## src/rtl/bufm_id_alloc.sv

```systemverilog
// bufm_id_alloc: buffer-ID pool with rotating-priority grant, dual-port reclaim, flush and idle-count publishing.
// Grant search and free legality both look at the map as it stood at the start of the cycle.
module bufm_id_alloc #(
    parameter int ID_NUM = 16
) (
    input  logic        clk,
    input  logic        rst,
    input  logic        in_alloc_req,
    output logic [4:0]  out_alloc_id,
    output logic        out_alloc_id_wr,
    output logic        out_alloc_fail,
    input  logic [4:0]  in_free_id_a,
    input  logic        in_free_id_a_wr,
    input  logic [4:0]  in_free_id_b,
    input  logic        in_free_id_b_wr,
    input  logic        in_flush,
    output logic        out_free_err,
    output logic [4:0]  bufm_ID_count,
    output logic [15:0] alloc_fail_cnt,
    output logic [15:0] free_err_cnt
);
    localparam logic [5:0] NUM6 = 6'(ID_NUM);
    localparam logic [4:0] NUM5 = 5'(ID_NUM);

    logic [ID_NUM-1:0] r_idle_map;
    logic [4:0]        r_rr_ptr;
    logic [4:0]        r_count;
    logic [15:0]       r_afc;
    logic [15:0]       r_fec;
    logic [4:0]        r_id;
    logic              r_id_wr;
    logic              r_fail;
    logic              r_err;

    logic [31:0]       w_map;
    logic [5:0]        w_idx;
    logic              w_found;
    logic [4:0]        w_gnt_id;
    logic              w_gnt;
    logic              w_fail;
    logic              w_la;
    logic              w_lb;
    logic              w_ea;
    logic              w_eb;
    logic [ID_NUM-1:0] w_nxt_map;
    logic [4:0]        w_nxt_rr;
    logic [4:0]        w_nxt_cnt;
    logic [16:0]       w_afc_sum;
    logic [16:0]       w_fec_sum;

    assign w_map = 32'(r_idle_map);

    // Scan offsets high to low so the idle ID nearest rr_ptr is the one kept.
    always_comb begin
        w_found  = 1'b0;
        w_gnt_id = '0;
        w_idx    = '0;
        for (int i = ID_NUM - 1; i >= 0; i--) begin
            w_idx = {1'b0, r_rr_ptr} + 6'(i);
            if (w_idx >= NUM6) w_idx = w_idx - NUM6;
            if (w_map[w_idx[4:0]]) begin
                w_found  = 1'b1;
                w_gnt_id = w_idx[4:0];
            end
        end
    end

    assign w_la   = !in_flush && in_free_id_a_wr && ({1'b0, in_free_id_a} < NUM6) && !w_map[in_free_id_a];
    assign w_lb   = !in_flush && in_free_id_b_wr && ({1'b0, in_free_id_b} < NUM6) && !w_map[in_free_id_b]
                    && !(w_la && in_free_id_a == in_free_id_b);
    assign w_ea   = !in_flush && in_free_id_a_wr && !w_la;
    assign w_eb   = !in_flush && in_free_id_b_wr && !w_lb;
    assign w_gnt  = in_alloc_req && !in_flush && w_found;
    assign w_fail = in_alloc_req && !w_gnt;

    always_comb begin
        w_nxt_map = r_idle_map;
        for (int k = 0; k < ID_NUM; k++) begin
            if (w_gnt && w_gnt_id == 5'(k)) w_nxt_map[k] = 1'b0;
            if ((w_la && in_free_id_a == 5'(k)) || (w_lb && in_free_id_b == 5'(k))) w_nxt_map[k] = 1'b1;
        end
    end

    assign w_nxt_rr  = ({1'b0, w_gnt_id} + 6'd1 == NUM6) ? 5'd0 : w_gnt_id + 5'd1;
    assign w_nxt_cnt = r_count - 5'(w_gnt) + 5'(w_la) + 5'(w_lb);
    assign w_afc_sum = {1'b0, r_afc} + 17'(w_fail);
    assign w_fec_sum = {1'b0, r_fec} + 17'(w_ea) + 17'(w_eb);

    always_ff @(posedge clk or posedge rst) begin
        if (rst) begin
            r_idle_map <= '1;
            r_rr_ptr   <= '0;
            r_count    <= NUM5;
            r_afc      <= '0;
            r_fec      <= '0;
            r_id       <= '0;
            r_id_wr    <= 1'b0;
            r_fail     <= 1'b0;
            r_err      <= 1'b0;
        end else begin
            r_id_wr <= w_gnt;
            r_fail  <= w_fail;
            r_err   <= w_ea | w_eb;
            if (w_gnt) r_id <= w_gnt_id;
            r_afc   <= w_afc_sum[16] ? 16'hFFFF : w_afc_sum[15:0];
            r_fec   <= w_fec_sum[16] ? 16'hFFFF : w_fec_sum[15:0];
            if (in_flush) begin
                r_idle_map <= '1;
                r_count    <= NUM5;
                r_rr_ptr   <= '0;
            end else begin
                r_idle_map <= w_nxt_map;
                r_count    <= w_nxt_cnt;
                if (w_gnt) r_rr_ptr <= w_nxt_rr;
            end
        end
    end

    assign out_alloc_id    = r_id;
    assign out_alloc_id_wr = r_id_wr;
    assign out_alloc_fail  = r_fail;
    assign out_free_err    = r_err;
    assign bufm_ID_count   = r_count;
    assign alloc_fail_cnt  = r_afc;
    assign free_err_cnt    = r_fec;
endmodule

```

## config.mk

```make
export PLATFORM = sky130hd
export DESIGN_NAME = bufm_id_alloc
export DESIGN_NICKNAME = d
export VERILOG_FILES = /design/src/rtl/bufm_id_alloc.sv
export SDC_FILE = /design/constraint.sdc
export NUM_CORES = 1
export LEC_CHECK = 0
export BUFFER_PORTS_ARGS = -buffer_cell sky130_fd_sc_hd__buf_4
export CAP_MARGIN = 20
export CORE_UTILIZATION = 40
export DETAILED_ROUTE_END_ITERATION = 10
export PLACE_DENSITY_LB_ADDON = 0.2
export SLEW_MARGIN = 40
export SYNTH_ARGS = -nofsm -noshare
export SYNTH_HDL_FRONTEND = slang
export SYNTH_SLANG_ARGS = --single-unit
```

## constraint.sdc

```tcl
create_clock -name clk -period 5.2 [get_ports clk]
set_clock_uncertainty 0.2 [all_clocks]
set_input_delay 1.04 -clock clk [delete_from_list [all_inputs] [get_ports clk]]
set_output_delay 1.04 -clock clk [all_outputs]
set_load 0.05 [all_outputs]
```

==> impl_results.md <==
- Die Ht: 132 µm
- Post-Layout Cell Count: 1040
- Layout-stage area growth over the synthesis result: 19.5%
- Rows: 47
- Max-slew violation total from the final report: 0
- R2r setup slk: 0.30 ns
- Fill cell count: 1590
- HPWL after detailed placement: 16000 µm
- Count of final hold-check violations: 0
- Normalized max-slew margin: 0.485
- Syn_nets: 787
- Yosys warns: 0
- R2r worst-path depth: 19
- Critical path buffer and inverter count: 4
- Final TNS setup: 0 ns
- Routed len/inst: 20.5 µm
- Met3 usage in global routing: 0.0270
- Sink Count: 66
- Quantity of hold-fixing buffers added after cts: 0
- First-pass detailed-route iteration total: 9
- Initial core utilization: 0.408
- Most common library cell in the layout ignoring fill and taps: sky130_fd_sc_hd__buf_4
- Gpl congestion: 1.02
- Number of synthesized flops with an enable pin: 0
- Number of global-route vias before repair: 6109
- Leading cell types in the layout, fill and taps excluded: 112 x sky130_fd_sc_hd__buf_4, 78 x sky130_fd_sc_hd__nand2_1, 52 x sky130_fd_sc_hd__nor2_1, 49 x sky130_fd_sc_hd__dfrtp_1
- Transition at the pin with the smallest max-transition slack: 0.753 ns
- IR drop worst, VDD: 0.000460 V
- Setup repair after global routing missed its margin: no
- Final period demand of the worst path: 4.90 ns
- Arrival time at the worst endpoint: 4.96 ns
- Post-synthesis instance area: 0.00672 mm²
- Number of buffer cells added on primary ports: 60
- Busiest layer in global routing: met2
- Worst Hold Depth: 2
- Count of endpoints failing setup in the final report: 0
- Category of the worst setup path launch point: flip-flop
- Predominant post-synthesis flop cell: sky130_fd_sc_hd__dfrtp_1
- Remaining routing DRC violations: 2
- Number of standard cells after synthesis: 743
- Antenna-violating nets left: 0
- Insertion delay to the later sink of the worst-skew pair: 0.34 ns
- Final core occ: 0.487
- Proportion of synthesized chip area in sequential cells: 0.249
- CTS tree: built
- Routed wire length: 21300 µm
- Pin count of the biggest net entering global routing: 35
- Die boundary width: 132 µm
- Violations in the final reports: DRC
- Grt ovf: 0
- Initial antenna violation count: 0
- # nets final: 859
- Async SR Flop Fraction: 1.00
- # placed instances: 1024
- Hold Startpoint: out_alloc_id[1]$_DFFE_PP0P_
- Worst R2R Start: r_rr_ptr[2]$_DFFE_PP0P_
- Crit path depth: 19
- First-pass GRT wire length: 34300 µm
- Worst setup margin: 0.301 ns
- Critical-path cell with the highest stage delay: sky130_fd_sc_hd__mux4_2
- Number of inserted diodes: 0
- Clock transition at path regs: 0.05 ns
- Setup Buffers After CTS: 0
- Maxcap violations: 0
- Fmax: 204 MHz
- Grt met1 use: 0.347
- Final Cycle Share: 0.942
- Root Buffer: sky130_fd_sc_hd__clkbuf_16
- DR vias/cell: 6.16
- WP data required: 5.27 ns
- Core area: 0.0165 mm²
- Delay of the slowest critical-path stage: 0.49 ns
- I/O pin count: 61
- Die ar.: 0.0173 mm²
- Vias: 6409
- Cell mode on critical path: sky130_fd_sc_hd__ha_1
- Unique cell type count in the Yosys netlist: 89
- Clock buffer count from CTS: 9
- Worst flop-to-flop path endpoint: bufm_ID_count[4]$_DFF_PP1_
- H-tree level count: 3
- Placement-stage worst setup slack: -0.130 ns
- Result of the run: complete, but fails checks
- Met2 demand-to-capacity share in global routing: 0.396
- Yosys reg bits: 66
- Worst Hold Path EP: out_alloc_id[1]$_DFFE_PP0P_
- Kind of cell adding the most delay to the critical path: adder cells
- Max clock buf depth: 2
- FF+latch area: 0.00167 mm²
- Worst Setup End Kind: flip-flop
- Standby leakage power: 0.00321 µW
- Area occupied by multi-input gates: 0.00474 mm²
- List of cells traversed by the critical path: clkinv_4 -> ha_1 -> buf_6 -> mux2_2 -> mux4_2 -> o2bb2ai_2 -> nor2_1 -> nand3_1 -> o41a_1 -> nand2b_2 -> inv_2 -> ha_1 -> fa_1 -> inv_1 -> fa_2 -> a21o_1 -> a21oi_2 -> xnor2_1 -> nand2b_1
- HP Class: reg -> reg
- Synthesized area divided by synthesized cell count: 9.04 µm²
- Fraction of final layout cells sized beyond drive strength 1: 0.287
- First DRT Iteration DRCs: 618
- Crit Path Category: reg -> reg
- Total power per unit cell area: 314 mW/mm²
- All-Layer GR Usage: 0.251
- Max FO, Critical Path: 17
worst register-to-register path, stage by stage (launching register included):
cell,delay (ns)
sky130_fd_sc_hd__dfrtp_1,0.43
sky130_fd_sc_hd__clkinv_4,0.18
sky130_fd_sc_hd__ha_1,0.37
sky130_fd_sc_hd__buf_6,0.22
sky130_fd_sc_hd__mux2_2,0.36
sky130_fd_sc_hd__mux4_2,0.49
sky130_fd_sc_hd__o2bb2ai_2,0.19
sky130_fd_sc_hd__nor2_1,0.17
sky130_fd_sc_hd__nand3_1,0.09
sky130_fd_sc_hd__o41a_1,0.48
sky130_fd_sc_hd__nand2b_2,0.18
sky130_fd_sc_hd__inv_2,0.06
sky130_fd_sc_hd__ha_1,0.28
sky130_fd_sc_hd__fa_1,0.16
sky130_fd_sc_hd__inv_1,0.06
sky130_fd_sc_hd__fa_2,0.36
sky130_fd_sc_hd__a21o_1,0.20
sky130_fd_sc_hd__a21oi_2,0.14
sky130_fd_sc_hd__xnor2_1,0.14
sky130_fd_sc_hd__nand2b_1,0.07
worst max path at each step:
stage	start	to
after detailed placement	in_free_id_a[1]	free_err_cnt[5]$_DFF_PP0_
after floorplan	r_rr_ptr[0]$_DFFE_PP0P_	bufm_ID_count[4]$_DFF_PP1_
after global placement	in_free_id_a[1]	free_err_cnt[5]$_DFF_PP0_
final	r_rr_ptr[2]$_DFFE_PP0P_	bufm_ID_count[4]$_DFF_PP1_
after global routing	r_rr_ptr[2]$_DFFE_PP0P_	alloc_fail_cnt[3]$_DFF_PP0_
after CTS	r_rr_ptr[1]$_DFFE_PP0P_	alloc_fail_cnt[3]$_DFF_PP0_
per-stage QoR:
stage	hold WS [ns]	instance area, µm²	power (µW)
2_1_floorplan	0.319	6820	1500
3_3_place_gp	0.271	7650	1840
3_5_place_dp	0.271	7650	1850
4_1_cts	0.301	7980	2520
5_1_grt	0.319	8030	2660
6_report	0.291	8030	2520
registers in the layout (all words and copies together), names as in the netlist:
signal	flops
alloc_fail_cnt	16
bufm_ID_count	5
free_err_cnt	16
out_alloc_fail	1
out_alloc_id	5
out_alloc_id_wr	1
out_free_err	1
r_idle_map	16
r_rr_ptr	5
cells by family (layout without fill, tap and decap cells):
kind of cell	after synthesis	in the layout	synth area share
adder cells (fa/ha/maj)	28	28	0.0555
flip-flops	66	66	0.249
XOR/XNOR	39	39	0.0536
multiplexers	86	86	0.196
other	1	1	0.000558
AO/OA/AOI/OAI	175	175	0.190
AND/OR/NAND/NOR	264	264	0.198
buffers and inverters	84	161	0.0568
what timing repair did:
item / CTS / global route
gates resized for setup: 0 / 9
endpoints found under the hold margin: 0 / 0
setup endpoints to repair: 0 / 34
metal layers:
| metal | up-vias | wire, µm |
|---|---|---|
| met5 | - | 0 |
| met4 | 0 | 741 |
| met3 | 47 | 1270 |
| met2 | 274 | 9890 |
| met1 | 3153 | 9400 |
| li1 | 2935 | - |
Yosys cell counts (15+ instances only):
library cell	n	area share
sky130_fd_sc_hd__a21oi_1	31	0.023
sky130_fd_sc_hd__nand4_1	16	0.015
sky130_fd_sc_hd__o21ai_0	27	0.020
sky130_fd_sc_hd__dfrtp_1	49	0.18
sky130_fd_sc_hd__nand2b_1	15	0.014
sky130_fd_sc_hd__nand2_1	78	0.044
sky130_fd_sc_hd__clkbuf_1	28	0.016
sky130_fd_sc_hd__mux4_2	35	0.12
sky130_fd_sc_hd__xnor2_1	20	0.026
sky130_fd_sc_hd__nand3_1	28	0.021
sky130_fd_sc_hd__nor2_1	54	0.030
sky130_fd_sc_hd__inv_1	26	0.015
sky130_fd_sc_hd__dfstp_2	17	0.066
sky130_fd_sc_hd__mux2i_1	36	0.054
sky130_fd_sc_hd__xor2_1	18	0.023
sky130_fd_sc_hd__ha_1	25	0.047
cell type report:
cell class / count / share of cell area
inverter: 30 / 0.0148
multi-input combinational: 593 / 0.590
sequential: 66 / 0.208
tap: 220 / 0.0343
clock inverter: 6 / 0.0112
timing repair buffer: 115 / 0.111
clock buffer: 10 / 0.0298
power breakdown:
group | leakage (µW) | switching (µW) | internal (µW)
sequential | 0.000826 | 88.2 | 595
combinational | 0.00222 | 729 | 447
clock | 0.000159 | 231 | 433
Power figures use the tool's default switching activity.
